===== config.mk =====
export PLATFORM = sky130hd
export DESIGN_NAME = cfg_flash_vpd_seq
export DESIGN_NICKNAME = d
export VERILOG_FILES = /design/src/rtl/cfg_fv_pkg.sv /design/src/rtl/cfg_fv_timer.sv /design/src/rtl/cfg_flash_vpd_seq.sv
export SDC_FILE = /design/constraint.sdc
export NUM_CORES = 1
export LEC_CHECK = 0
export ABC_CLOCK_PERIOD_IN_PS = 2200
export BUFFER_PORTS_ARGS = -buffer_cell sky130_fd_sc_hd__buf_2
export CAP_MARGIN = 10
export CORE_ASPECT_RATIO = 1.2
export CORE_UTILIZATION = 43
export DETAILED_ROUTE_END_ITERATION = 10
export PLACE_DENSITY = 0.72
export SLEW_MARGIN = 20
export SYNTH_ARGS = -nofsm -noshare
export SYNTH_HDL_FRONTEND = slang
export SYNTH_SLANG_ARGS = --single-unit

===== constraint.sdc =====
create_clock -name clock -period 2.2 [get_ports clock]
set_clock_uncertainty 0.1 [all_clocks]
set_input_delay 0.22 -clock clock [delete_from_list [all_inputs] [get_ports clock]]
set_output_delay 0.22 -clock clock [all_outputs]
set_load 0.02 [all_outputs]

===== src/rtl/cfg_fv_pkg.sv =====
// Shared types and constants for the flash/VPD config request sequencer.
package cfg_fv_pkg;

    typedef enum logic [1:0] {
        IDLE = 2'd0,
        FLSH = 2'd1,
        VPD  = 2'd2,
        RESP = 2'd3
    } state_e;

    localparam logic TGT_FLASH = 1'b0;
    localparam logic TGT_VPD   = 1'b1;

    localparam int unsigned ERR_TO   = 0;
    localparam int unsigned ERR_RESP = 1;
    localparam int unsigned ERR_ADDR = 2;

    localparam logic [31:0] TO_RDATA = 32'hFFFF_FFFF;

endpackage


===== src/rtl/cfg_fv_timer.sv =====
// Access timeout counter: cleared on request accept, counts while enabled,
// saturates at TIMEOUT_CYCLES-1 and flags expiry in that cycle.
module cfg_fv_timer #(
    parameter int unsigned TIMEOUT_CYCLES = 4096,
    parameter int unsigned TO_W           = 13
) (
    input  logic clock,
    input  logic reset,
    input  logic clear,
    input  logic en,
    output logic expired
);

    localparam logic [TO_W-1:0] LAST = TO_W'(TIMEOUT_CYCLES - 1);

    logic [TO_W-1:0] count;
    logic [TO_W-1:0] count_nxt;

    always_comb begin
        count_nxt = count;
        if (clear) begin
            count_nxt = '0;
        end else if (en && (count != LAST)) begin
            count_nxt = count + 1'b1;
        end
    end

    // expired is registered from the next count so it lines up with count==LAST
    always_ff @(posedge clock) begin
        if (reset) begin
            count   <= '0;
            expired <= 1'b0;
        end else begin
            count   <= count_nxt;
            expired <= (count_nxt == LAST);
        end
    end

endmodule


===== src/rtl/cfg_flash_vpd_seq.sv =====
// Routes single-cycle host config requests to the flash AXI-Lite or VPD port,
// holds the enable until done or timeout, and returns one response pulse.
module cfg_flash_vpd_seq
    import cfg_fv_pkg::*;
#(
    parameter int unsigned TIMEOUT_CYCLES = 4096,
    parameter int unsigned TO_W           = 13
) (
    input  logic        clock,
    input  logic        reset,
    input  logic        req_valid,
    output logic        req_ready,
    input  logic        req_wr,
    input  logic        req_tgt,
    input  logic [14:0] req_addr,
    input  logic [31:0] req_wdata,
    input  logic [1:0]  req_devsel,
    input  logic        req_expand_en,
    input  logic        req_expand_dir,
    output logic        rsp_valid,
    output logic [31:0] rsp_rdata,
    output logic [2:0]  rsp_err,
    output logic        late_done,
    output logic [1:0]  cfg_flsh_devsel,
    output logic [13:0] cfg_flsh_addr,
    output logic        cfg_flsh_wren,
    output logic        cfg_flsh_rden,
    output logic [31:0] cfg_flsh_wdata,
    output logic        cfg_flsh_expand_enable,
    output logic        cfg_flsh_expand_dir,
    input  logic [31:0] flsh_cfg_rdata,
    input  logic        flsh_cfg_done,
    input  logic [1:0]  flsh_cfg_bresp,
    input  logic [1:0]  flsh_cfg_rresp,
    output logic [14:0] cfg_vpd_addr,
    output logic        cfg_vpd_wren,
    output logic        cfg_vpd_rden,
    output logic [31:0] cfg_vpd_wdata,
    input  logic [31:0] vpd_cfg_rdata,
    input  logic        vpd_cfg_done,
    input  logic        vpd_err_unimplemented_addr
);

    state_e      state, state_nxt;
    logic        wr_q, wr_nxt;
    logic        tmr_clear, tmr_en, tmr_expired;
    logic        req_ready_nxt, rsp_valid_nxt;
    logic [31:0] rsp_rdata_nxt;
    logic [2:0]  rsp_err_nxt;
    logic [1:0]  flsh_devsel_nxt;
    logic [13:0] flsh_addr_nxt;
    logic        flsh_wren_nxt, flsh_rden_nxt;
    logic [31:0] flsh_wdata_nxt;
    logic        flsh_exp_en_nxt, flsh_exp_dir_nxt;
    logic [14:0] vpd_addr_nxt;
    logic        vpd_wren_nxt, vpd_rden_nxt;
    logic [31:0] vpd_wdata_nxt;

    cfg_fv_timer #(
        .TIMEOUT_CYCLES (TIMEOUT_CYCLES),
        .TO_W           (TO_W)
    ) u_timer (
        .clock   (clock),
        .reset   (reset),
        .clear   (tmr_clear),
        .en      (tmr_en),
        .expired (tmr_expired)
    );

    // Next state and next registered outputs; enables default low so they drop on exit.
    always_comb begin
        state_nxt        = state;
        wr_nxt           = wr_q;
        tmr_clear        = 1'b0;
        tmr_en           = 1'b0;
        rsp_valid_nxt    = 1'b0;
        rsp_rdata_nxt    = rsp_rdata;
        rsp_err_nxt      = rsp_err;
        flsh_devsel_nxt  = cfg_flsh_devsel;
        flsh_addr_nxt    = cfg_flsh_addr;
        flsh_wdata_nxt   = cfg_flsh_wdata;
        flsh_exp_en_nxt  = cfg_flsh_expand_enable;
        flsh_exp_dir_nxt = cfg_flsh_expand_dir;
        flsh_wren_nxt    = 1'b0;
        flsh_rden_nxt    = 1'b0;
        vpd_addr_nxt     = cfg_vpd_addr;
        vpd_wdata_nxt    = cfg_vpd_wdata;
        vpd_wren_nxt     = 1'b0;
        vpd_rden_nxt     = 1'b0;

        unique case (state)
            IDLE: begin
                if (req_valid) begin
                    wr_nxt = req_wr;
                    if (req_tgt == TGT_FLASH && req_addr[14]) begin
                        state_nxt             = RESP;
                        rsp_valid_nxt         = 1'b1;
                        rsp_rdata_nxt         = '0;
                        rsp_err_nxt           = '0;
                        rsp_err_nxt[ERR_ADDR] = 1'b1;
                    end else if (req_tgt == TGT_FLASH) begin
                        state_nxt        = FLSH;
                        tmr_clear        = 1'b1;
                        flsh_devsel_nxt  = req_devsel;
                        flsh_addr_nxt    = req_addr[13:0];
                        flsh_wdata_nxt   = req_wdata;
                        flsh_exp_en_nxt  = req_expand_en;
                        flsh_exp_dir_nxt = req_expand_dir;
                        flsh_wren_nxt    = req_wr;
                        flsh_rden_nxt    = !req_wr;
                    end else begin
                        state_nxt     = VPD;
                        tmr_clear     = 1'b1;
                        vpd_addr_nxt  = req_addr;
                        vpd_wdata_nxt = req_wdata;
                        vpd_wren_nxt  = req_wr;
                        vpd_rden_nxt  = !req_wr;
                    end
                end
            end
            FLSH: begin
                tmr_en = 1'b1;
                if (flsh_cfg_done) begin
                    state_nxt             = RESP;
                    rsp_valid_nxt         = 1'b1;
                    rsp_rdata_nxt         = wr_q ? 32'h0 : flsh_cfg_rdata;
                    rsp_err_nxt           = '0;
                    rsp_err_nxt[ERR_RESP] = wr_q ? (flsh_cfg_bresp != 2'b00)
                                                 : (flsh_cfg_rresp != 2'b00);
                end else if (tmr_expired) begin
                    state_nxt           = RESP;
                    rsp_valid_nxt       = 1'b1;
                    rsp_rdata_nxt       = TO_RDATA;
                    rsp_err_nxt         = '0;
                    rsp_err_nxt[ERR_TO] = 1'b1;
                end else begin
                    flsh_wren_nxt = wr_q;
                    flsh_rden_nxt = !wr_q;
                end
            end
            VPD: begin
                tmr_en = 1'b1;
                if (vpd_cfg_done) begin
                    state_nxt             = RESP;
                    rsp_valid_nxt         = 1'b1;
                    rsp_rdata_nxt         = wr_q ? 32'h0 : vpd_cfg_rdata;
                    rsp_err_nxt           = '0;
                    rsp_err_nxt[ERR_ADDR] = vpd_err_unimplemented_addr;
                end else if (tmr_expired) begin
                    state_nxt           = RESP;
                    rsp_valid_nxt       = 1'b1;
                    rsp_rdata_nxt       = TO_RDATA;
                    rsp_err_nxt         = '0;
                    rsp_err_nxt[ERR_TO] = 1'b1;
                end else begin
                    vpd_wren_nxt = wr_q;
                    vpd_rden_nxt = !wr_q;
                end
            end
            RESP: begin
                state_nxt = IDLE;
            end
            default: begin
                state_nxt = IDLE;
            end
        endcase

        req_ready_nxt = (state_nxt == IDLE);
    end

    always_ff @(posedge clock) begin
        if (reset) begin
            state                  <= IDLE;
            wr_q                   <= 1'b0;
            req_ready              <= 1'b1;
            rsp_valid              <= 1'b0;
            rsp_rdata              <= '0;
            rsp_err                <= '0;
            late_done              <= 1'b0;
            cfg_flsh_devsel        <= '0;
            cfg_flsh_addr          <= '0;
            cfg_flsh_wren          <= 1'b0;
            cfg_flsh_rden          <= 1'b0;
            cfg_flsh_wdata         <= '0;
            cfg_flsh_expand_enable <= 1'b0;
            cfg_flsh_expand_dir    <= 1'b0;
            cfg_vpd_addr           <= '0;
            cfg_vpd_wren           <= 1'b0;
            cfg_vpd_rden           <= 1'b0;
            cfg_vpd_wdata          <= '0;
        end else begin
            state                  <= state_nxt;
            wr_q                   <= wr_nxt;
            req_ready              <= req_ready_nxt;
            rsp_valid              <= rsp_valid_nxt;
            rsp_rdata              <= rsp_rdata_nxt;
            rsp_err                <= rsp_err_nxt;
            late_done              <= late_done
                                    | (flsh_cfg_done && (state != FLSH))
                                    | (vpd_cfg_done  && (state != VPD));
            cfg_flsh_devsel        <= flsh_devsel_nxt;
            cfg_flsh_addr          <= flsh_addr_nxt;
            cfg_flsh_wren          <= flsh_wren_nxt;
            cfg_flsh_rden          <= flsh_rden_nxt;
            cfg_flsh_wdata         <= flsh_wdata_nxt;
            cfg_flsh_expand_enable <= flsh_exp_en_nxt;
            cfg_flsh_expand_dir    <= flsh_exp_dir_nxt;
            cfg_vpd_addr           <= vpd_addr_nxt;
            cfg_vpd_wren           <= vpd_wren_nxt;
            cfg_vpd_rden           <= vpd_rden_nxt;
            cfg_vpd_wdata          <= vpd_wdata_nxt;
        end
    end

endmodule

==> flow_summary_export.csv <==
group,metric,value,unit
status,status,"completed",
global_routing,grtUsageTotal,0.253,
die,io-pin-count,266,
placement,port_buffers,265,
pwr,cellLeakagePower,3.92,nW
sta,fin_crit_sh,0.956,
layout,layout_commonest_cell,"buf_2",
die,start_util,0.441,
clock_network,cts_tree,"yes",
pwr,p_per_area,948,mW/mm2
setup_path,critical_path_class,"reg -> reg",
setup_path,crit_path_start_kind,"register",
hold_path,min_path_type,"in -> reg",
pwr,p_comb_frac,0.305,
synth,yosysWarnings,0,
sta,finalSetupTns,0,ps
global_routing,grt_max_degree,97,
die,rows,48,
synth,syn_area,0.00633,mm2
synth,synth_edf_count,0,
clock_network,h-tree-depth,4,
routing,wl_per_cell,14.8,um
setup_path,arrival,2320,ps
pwr,p_int,5.53,mW
synth,syn_nets,953,
pwr,ir_drop,0.539,mV
routing,via_per_inst,5.24,
global_routing,grt_pass1_wl,30400,um
synth,ys_async_sr_fraction,0,
routing,first_iter_violations,486,
synth,postSynthCellCount,820,
routing,route.detailed.drc,0,
sta,hold_viol,0,
synth,synth-main-ff-cell,"dfxtp_1",
die,die_height,135,um
sta,fin_ws,96.3,ps
pwr,power.switching,2.97,mW
routing,dr.pass1.iters,5,
synth,synth_seq_cells,156,
sta,worst_pin_slew,569,ps
setup_path,crit_chain,"inv_2, ha_4, nand4_1, buf_4, nor2_1, or4b_1, and3_1",
die,die_area,0.0152,mm2
clock_network,clk_latency,420,ps
global_routing,antenna_found_initial,0,
die,die_w,113,um
global_routing,grt_pass1_vias,6319,
setup_path,crit_required,2420,ps
clock_network,cts_buffers,17,
setup_path,end_kind,"register",
die,coreArea,0.0144,mm2
routing,postRouteAntennaNets,0,
sta,max_freq,475,MHz
pwr,clockPowerShare,0.316,
placement,post-dp-hpwl,12400,um
synth,ys_types,47,
pwr,p_seq_frac,0.379,
routing,wirelength,19200,um
clock_network,cts_sinks,156,
setup_path,crit_path_top_delay_cell,"or4b_1",
sta,setup_violations,0,
layout,antenna_cells,0,
sta,period_minus_slack,2100,ps
sta,grt_setup_unrepaired,"no",
routing,vias,6821,
sta,maxSlewHeadroom,0.620,
setup_path,r2r_setup_slack,100,ps
job,drv_cap,0,
pwr,swShare,0.350,
setup_path,max_stage_delay,450,ps
clock_network,cts_root_buffer,"clkbuf_16",
layout,mostFrequentLayoutCells,"buf_2, nand2_1, dfxtp_1, a21oi_1, nor2_1",
synth,syn_avg_cell_area,7.72,um2
clock_network,cts_buffer_depth,2,
layout,drive_gt1_frac,0.299,
synth,ys_seq_area_frac,0.493,
placement,post-place-ws,22.3,ps
setup_path,cp_max_fo,6,
layout,fin_nets,1247,
global_routing,overflow,0,
layout,area_growth,41.7,%
clock_network,path_clk_slew,60,ps
placement,gp_congestion,0.822,
sta,final_max_slew_viol_count,0,
-- Yosys cell counts (all sizes together) (2+ instances only) --
cell type  count  share of area
nand2b         2         0.0020
inv            9         0.0053
nor4           2         0.0030
o21ai         38          0.030
clkbuf        54          0.032
nand4          6         0.0083
and3           6         0.0071
o311a          2         0.0032
ha             6          0.012
nand2        240           0.14
o21bai         2         0.0024
nor2          60          0.036
o31ai          5         0.0059
nor2b          6         0.0059
dfxtp        156           0.49
xnor2          2         0.0028
buf            9         0.0079
nand3          8         0.0063
nor3           6         0.0047
a22oi         35          0.042
a21oi        138           0.11
a221oi         3         0.0042
and2           5         0.0053
xor2           5         0.0069
-- logic make-up (layout without fill, tap and decap cells) --
| kind of cell | after synthesis | in the layout | share of synthesized area |
|---|---|---|---|
| DFF | 156 | 156 | 0.493 |
| adders and majority gates | 6 | 6 | 0.0119 |
| and+or+nand+nor | 345 | 345 | 0.226 |
| muxes | 2 | 2 | 0.00395 |
| xor gates and xnor gates | 7 | 7 | 0.00968 |
| AOI/OAI and AO/OA | 232 | 232 | 0.209 |
| buffers and inverters | 72 | 379 | 0.0453 |
-- stage by stage --
stage               cell area [um2]  power, mW  cells  utilization  hold WS [ps]
floorplan                      6330       4.88    820            -           256
global placement               7860       5.70   1216        0.548           336
detailed placement             7860       5.72   1216        0.548           340
CTS                            8940       8.50   1301        0.623          15.1
global route                   8970       8.98   1302        0.625          36.0
finish                         8970       8.50   1302        0.625          28.1
-- power by group through the flow --
stage               clock network, mW  registers (mW)  logic, mW
global route                     2.87            3.25       2.86
finish                           2.69            3.22       2.59
floorplan                           0            3.53       1.34
CTS                              2.75            3.21       2.54
global placement                    0            3.27       2.43
detailed placement                  0            3.28       2.45
-- critical path, delay by kind of cell (launching register included) --
| family | cells | cell delay [ps] |
|---|---|---|
| and+or+nand+nor | 4 | 940 |
| DFF | 1 | 370 |
| adders and majority gates | 1 | 300 |
| buffers and inverters | 2 | 280 |
-- layout make-up --
class                   count  area, um2
clock inverters            14        113
multi-input cells         592       2970
inverters                   9       33.8
flip-flops and latches    156       3120
fillers                  1308       5380
well taps                 175        219
clock buffers              18        429
repair buffers            338       2090
-- sequential cells by signal, summed over array words and instances (netlist names) --
register / cells
cfg_vpd_wdata: 32
wr_q: 1
cfg_flsh_devsel: 2
cfg_vpd_wren: 1
cfg_flsh_rden: 1
u_timer.expired: 1
cfg_vpd_rden: 1
cfg_flsh_wdata: 32
rsp_valid: 1
cfg_flsh_wren: 1
late_done: 1
u_timer.count: 13
state: 2
cfg_flsh_addr: 14
cfg_flsh_expand_dir: 1
rsp_rdata: 32
req_ready: 1
cfg_vpd_addr: 15
cfg_flsh_expand_enable: 1
rsp_err: 3
-- metal layers --
| metal | routed length, um | global-route usage | share of wire | up-vias |
|---|---|---|---|---|
| met5 | 0 | 0 | 0 | - |
| met3 | 1280 | 0.0705 | 0.066 | 40 |
| met4 | 540 | 0.120 | 0.028 | 0 |
| li1 | - | - | - | 3352 |
| met2 | 9720 | 0.433 | 0.51 | 279 |
| met1 | 7680 | 0.290 | 0.40 | 3150 |
-- final timing paths --
check	startpoint	to	depth (start not counted)
worst max-delay path	state[0]$_SDFF_PP0_	u_timer.count[10]$_SDFF_PP0_	7
worst min-delay path	vpd_cfg_done	late_done$_SDFF_PP0_	3
worst max register to register	state[0]$_SDFF_PP0_	u_timer.count[10]$_SDFF_PP0_	7
worst min register to register	rsp_rdata[11]$_SDFFE_PP0P_	rsp_rdata[11]$_SDFFE_PP0P_	2
-- what timing repair did --
action / CTS / global route
buffers inserted: 1 / 1
setup endpoints to repair: 1 / 35
hold endpoints to repair: 98 / 0
pin swaps: 1 / 1
hold buffers: 52 / 0
resized for setup: 2 / 6
(Power assumes the default switching activity.)
